File: config.mk
export PLATFORM = sky130hd
export DESIGN_NAME = debounce_bank
export DESIGN_NICKNAME = d
export VERILOG_FILES = /design/src/rtl/debounce_bank.sv
export SDC_FILE = /design/constraint.sdc
export NUM_CORES = 1
export LEC_CHECK = 0
export ABC_AREA = 0
export CAP_MARGIN = 0
export CORE_MARGIN = 10
export CORE_UTILIZATION = 55
export CTS_BUF_LIST = sky130_fd_sc_hd__clkbuf_16
export DETAILED_ROUTE_END_ITERATION = 16
export PLACE_DENSITY = 0.78
export SLEW_MARGIN = 20
export SYNTH_ARGS = -nofsm -noshare
export SYNTH_HDL_FRONTEND = slang
export SYNTH_SLANG_ARGS = --single-unit
File: constraint.sdc
create_clock -name clk_in -period 4.9 [get_ports clk_in]
set_input_delay 0.49 -clock clk_in [delete_from_list [all_inputs] [get_ports clk_in]]
set_output_delay 0.49 -clock clk_in [all_outputs]
set_load 0.005 [all_outputs]
File: src/rtl/debounce_bank.sv
// debounce_bank: per-channel two-flop synchroniser and consecutive-sample
// filter giving a clean pressed-high level plus one-cycle rise/fall pulses.
module debounce_bank #(
   parameter int CHANNELS        = 4,
   parameter int DEBOUNCE_CYCLES = 1000000,
   parameter int CNT_WIDTH       = 20,
   parameter int ACTIVE_LOW      = 0
) (
   input  logic                clk_in,
   input  logic                rst,
   input  logic [CHANNELS-1:0] btn_in,
   output logic [CHANNELS-1:0] btn_out,
   output logic [CHANNELS-1:0] rise,
   output logic [CHANNELS-1:0] fall,
   output logic                any_rise
);

   localparam logic [CNT_WIDTH-1:0] CNT_MAX =
      CNT_WIDTH'(DEBOUNCE_CYCLES - 1);
   localparam logic [CHANNELS-1:0] POL =
      (ACTIVE_LOW != 0) ? '1 : '0;

   logic [CHANNELS-1:0] s1;
   logic [CHANNELS-1:0] s2;
   logic [CHANNELS-1:0] accept;

   // Normalise polarity, then two-stage synchroniser for the raw inputs.
   always_ff @(posedge clk_in or posedge rst) begin
      if (rst) begin
         s1 <= '0;
         s2 <= '0;
      end else begin
         s1 <= btn_in ^ POL;
         s2 <= s1;
      end
   end

   for (genvar i = 0; i < CHANNELS; i++) begin : g_ch
      logic                 stable;
      logic                 rise_q;
      logic                 fall_q;
      logic [CNT_WIDTH-1:0] cnt;

      // Accept the new level once it has persisted the full window.
      assign accept[i] = (s2[i] != stable) && (cnt == CNT_MAX);

      // Count consecutive differing samples; any agreeing sample restarts.
      always_ff @(posedge clk_in or posedge rst) begin
         if (rst) begin
            stable <= 1'b0;
            cnt    <= '0;
            rise_q <= 1'b0;
            fall_q <= 1'b0;
         end else begin
            rise_q <= accept[i] & s2[i];
            fall_q <= accept[i] & ~s2[i];
            if (s2[i] == stable || accept[i]) begin
               cnt <= '0;
            end else begin
               cnt <= cnt + CNT_WIDTH'(1);
            end
            if (accept[i]) begin
               stable <= s2[i];
            end
         end
      end

      assign btn_out[i] = stable;
      assign rise[i]    = rise_q;
      assign fall[i]    = fall_q;
   end

   // Summary rise pulse, aligned with the per-channel rise bits.
   always_ff @(posedge clk_in or posedge rst) begin
      if (rst) begin
         any_rise <= 1'b0;
      end else begin
         any_rise <= |(accept & s2);
      end
   end

endmodule
# Word level (Yosys, flattened, before mapping)
# Cells that the tools add are included.
[word_totals] register_bits=101 word_cells=61 out_inout_bits=13 inputBits=6
[classes] n_mux=4 n_reduce_logical=9 add_sub_neg=4 n_bitwise=13 n_eq_ne=12
[ops] op="$add 20x1->20 const B" n=4
[ops] op="$eq 20x20->1 const B" n=4
[ops] op="$mux 20" n=4
[ops] op="$and 1x1->1" n=8
[ops] op="$and 4x4->4" n=1
[ops] op="$eq 1x1->1" n=4
[ops] op="$logic_and 1x1->1" n=4
[ops] op="$logic_or 1x1->1" n=4
[ops] op="$ne 1x1->1" n=4
[ops] op="$not 1->1" n=4
[ops] op="$reduce_or 4->1" n=1

# Logic depth before layout (Yosys ltp)
[logic_depth] word_depth=4 mapped_depth=6 ltp_nobuf=5

# Worst setup path after synthesis
# No wires, ideal clock.
[synth_timing] kind="register to register" start="register g_ch[0].cnt[0]" end="register g_ch[0].cnt[10]" path_stages_with_launch=7 path_slack_ns=2.947 synth_period_minus_slack_ns=1.953 t_required_ns=4.779 path_buffers=1 arrival_ns=1.832 setup_time_ns=0.121 cell_sequence="dfrtp_1 -> ha_1 -> nand2_1 -> or4_1 -> o21ai_2 -> buf_2 -> nor2_1"
[synth_between] elab_chain_cells=4 elab_cells_between_ends=5 classes_between="add/sub (1); eq/ne (1); mux (1); reduce/logical (2)"
[synth_lines] element="from (decl)" line_no="42" text="logic [CNT_WIDTH-1:0] cnt;"
[synth_lines] element="from (signal assigned)" line_no="60" text="cnt <= cnt + CNT_WIDTH'(1);"
[synth_lines] element="parallel branches: the longest is 3 deep, another holds $add 20x1->20"
[synth_lines] element="$mux 20 *" line_no="57" text="if (s2[i] == stable || accept[i]) begin"
# Mark *: on every way between the ends.
# A chain may end at the register's enable or synchronous reset.

# Final worst setup path
[layout_timing] start="register g_ch[0].cnt[0]" end="register g_ch[0].cnt[3]"
# The elaborated chain is that of the path after synthesis.

==> results.ini <==
[status]
run_status = finished clean

[power]
power.total_mw = 1.65
switchingPower_uw = 350
combPwrFrac = 0.029
p_per_area_nw_per_um2 = 309
p_clk_frac = 0.453
ir_drop_mv = 0.238
pwr-share-seq = 0.517
swShare = 0.212
internal-power_mw = 1.30
leakage_nw = 2.13

[placement]
gp_congestion = 0.850
portBuffers = 18
dp_hpwl_um = 5940
post-place-ws_ns = 2.65

[clock_network]
cts_buffer_depth = 2
ctsResizeCount = 0
cts_sinks = 101
cts_max_level = 3
clk_latency_ns = 0.34
cts_hold_buf = 0
cts-root-buf = clkbuf_16
cts_setup_buffers = 0
cts_tree = done
numCtsBuffers = 9
clkTransAtPathRegs_ns = 0.07

[setup_path]
r2r_setup_slack_ns = 2.64
end_kind = register
worstPathArrival_ns = 2.45
path_class = register to register
startpoint_type = register
cp.required_ns = 5.09
path_max_fanout = 19

[job]
maxCapViolations = 0

[global_routing]
grt_pass1_vias = 3475
grt_remaining_overflow = 0
antenna_found_initial = 0
grt_max_degree = 76
track_usage = 0.149
grt_pass1_wl_um = 16200

[synth]
synth_top_area_frac = 0.525
ys_seq_area_frac = 0.525
synth_top_cell_by_area = dfrtp_1
ys_types = 37
synth.ff_latch_count = 101
ys_top_cells_by_area = dfrtp_1, xnor2_1, nor2_1
syn-cell-area_um2 = 4820
syn_avg_cell_area_um2 = 10.1
syn_nets = 488
yosys_warnings = 0
synthCells = 478

[timing]
clock.fmax_mhz = 443
setup_viol = 0
drv_slew = 0
setup_ws_ns = 2.64
rsz0062_at_grt = no
slew_headroom = 0.417
timing.clock.skew_ns = 0.00626
tns_ns = 0
fin_crit_sh = 0.461
hold_viol_final = 0
period_needed_ns = 2.26
max_slew.worst_pin.slew_ns = 0.874

[hold_path]
hp-class = register to register

[drt]
viasPerCell = 5.76
ant_nets = 0
wl_per_cell_um = 15.0
drc_errors = 0
drtIter0Drc = 230
wirelength_um = 9010
first_pass_iters = 4
vias = 3466

[cells_and_area]
layout_common_cells = dfrtp_1, nor2_1, xnor2_1
final_common_cell = dfrtp_1
utilization = 0.619
drive_gt1_frac = 0.0547
final_nets = 499
area_delta_synth_final_pct = 11.0
diodes = 0

[floorplan]
fp.coreArea_um2 = 8640
start_util = 0.558
chipWidth_um = 114
pin_count = 19
die_h_um = 114
dieArea_um2 = 12900
rows = 34

==> cell usage after synthesis <==
cell type and count:
nor4bb_1 5, o21ai_0 13, nor4_1 21, xnor2_1 36
nor2_1 72, nand2_1 24, nand4_1 18, and2_1 2
clkbuf_1 6, mux2i_1 2, o41ai_1 1, nand4b_1 2
buf_2 2, buf_4 12, o21ai_2 1, or2_2 1
a31o_2 1, nand3_1 25, dfrtp_1 101, nand4_4 2
clkbuf_2 1, xor2_1 23, and3_1 5, ha_1 4
or3_1 10, or4_1 10, o31ai_1 4, or4b_1 4
mux2_2 3, nor4b_1 3, and4_1 5, nor3b_1 3
nor3_1 15, a21oi_1 15, nand3b_1 2, o21ai_1 3
inv_1 21
==> cell families (layout without fill, tap and decap cells) <==
group	after synthesis	count (layout)	synth area share
AO/OA/AOI/OAI	38	38	0.0439
XOR/XNOR	59	59	0.107
adder cells (fa/ha/maj)	4	4	0.0104
buffers and inverters	42	58	0.0429
flip-flops	101	101	0.525
multiplexers	5	5	0.0112
AND/OR/NAND/NOR	229	229	0.260
==> power groups by stage <==
stage / Clock, mW / Combinational, mW / Sequential (mW)
after floorplan: 0 / 0.0343 / 0.869
after global placement: 0 / 0.0484 / 0.870
after detailed placement: 0 / 0.0502 / 0.871
after CTS: 0.764 / 0.0504 / 0.855
after global routing: 0.797 / 0.0571 / 0.857
final: 0.750 / 0.0482 / 0.856
==> per-layer routing <==
layer,vias up,part of all wire,track usage,wire [um]
met5,-,0,0,0
met4,0,0.014,0.0651,123
met3,11,0.046,0.0320,417
met2,82,0.48,0.234,4320
met1,1670,0.46,0.192,4150
li1,1703,-,-,-
==> worst max-delay path, cell delays in order (launching register included) <==
cell     delay (ns)
dfrtp_1        0.38
ha_1           0.24
nand2_1        0.11
or4_1          0.61
o21ai_2        0.65
nor2_1         0.12
==> layout make-up <==
class	count	area, um2
fillers	683	3290
flip-flops and latches	101	2530
well taps	108	135
clock inverters	7	90.1
repair buffers	21	203
multi-input cells	335	2090
clock buffers	9	225
inverters	21	81.3
==> worst paths after layout <==
| check | cells past startpoint | startpoint | to |
|---|---|---|---|
| setup / recovery | 5 | g_ch[0].cnt[0] | g_ch[0].cnt[3] |
| hold / removal | 0 | s1[3] | s2[3] |
| setup reg to reg | 5 | g_ch[0].cnt[0] | g_ch[0].cnt[3] |
| hold reg to reg | 0 | s1[3] | s2[3] |
| max in group asynchronous | 3 | rst | g_ch[0].rise_q |
| min in group asynchronous | 2 | rst | g_ch[2].fall_q |
==> state kept, by name (all words and copies together), names as in the netlist <==
name,cells
g_ch.rise_q,4
s1,4
any_rise,1
g_ch.fall_q,4
g_ch.stable,4
s2,4
g_ch.cnt,80
==> metrics by stage <==
stage          instance area [um2]  hold slack [ns]  std cells
3_3_place_gp                  5030            0.334        586
6_report                      5350            0.348        602
4_1_cts                       5350            0.352        602
2_1_floorplan                 4820            0.331        478
3_5_place_dp                  5030            0.336        586
5_1_grt                       5350            0.358        602
No activity file was read; power rests on OpenSTA's default activity.
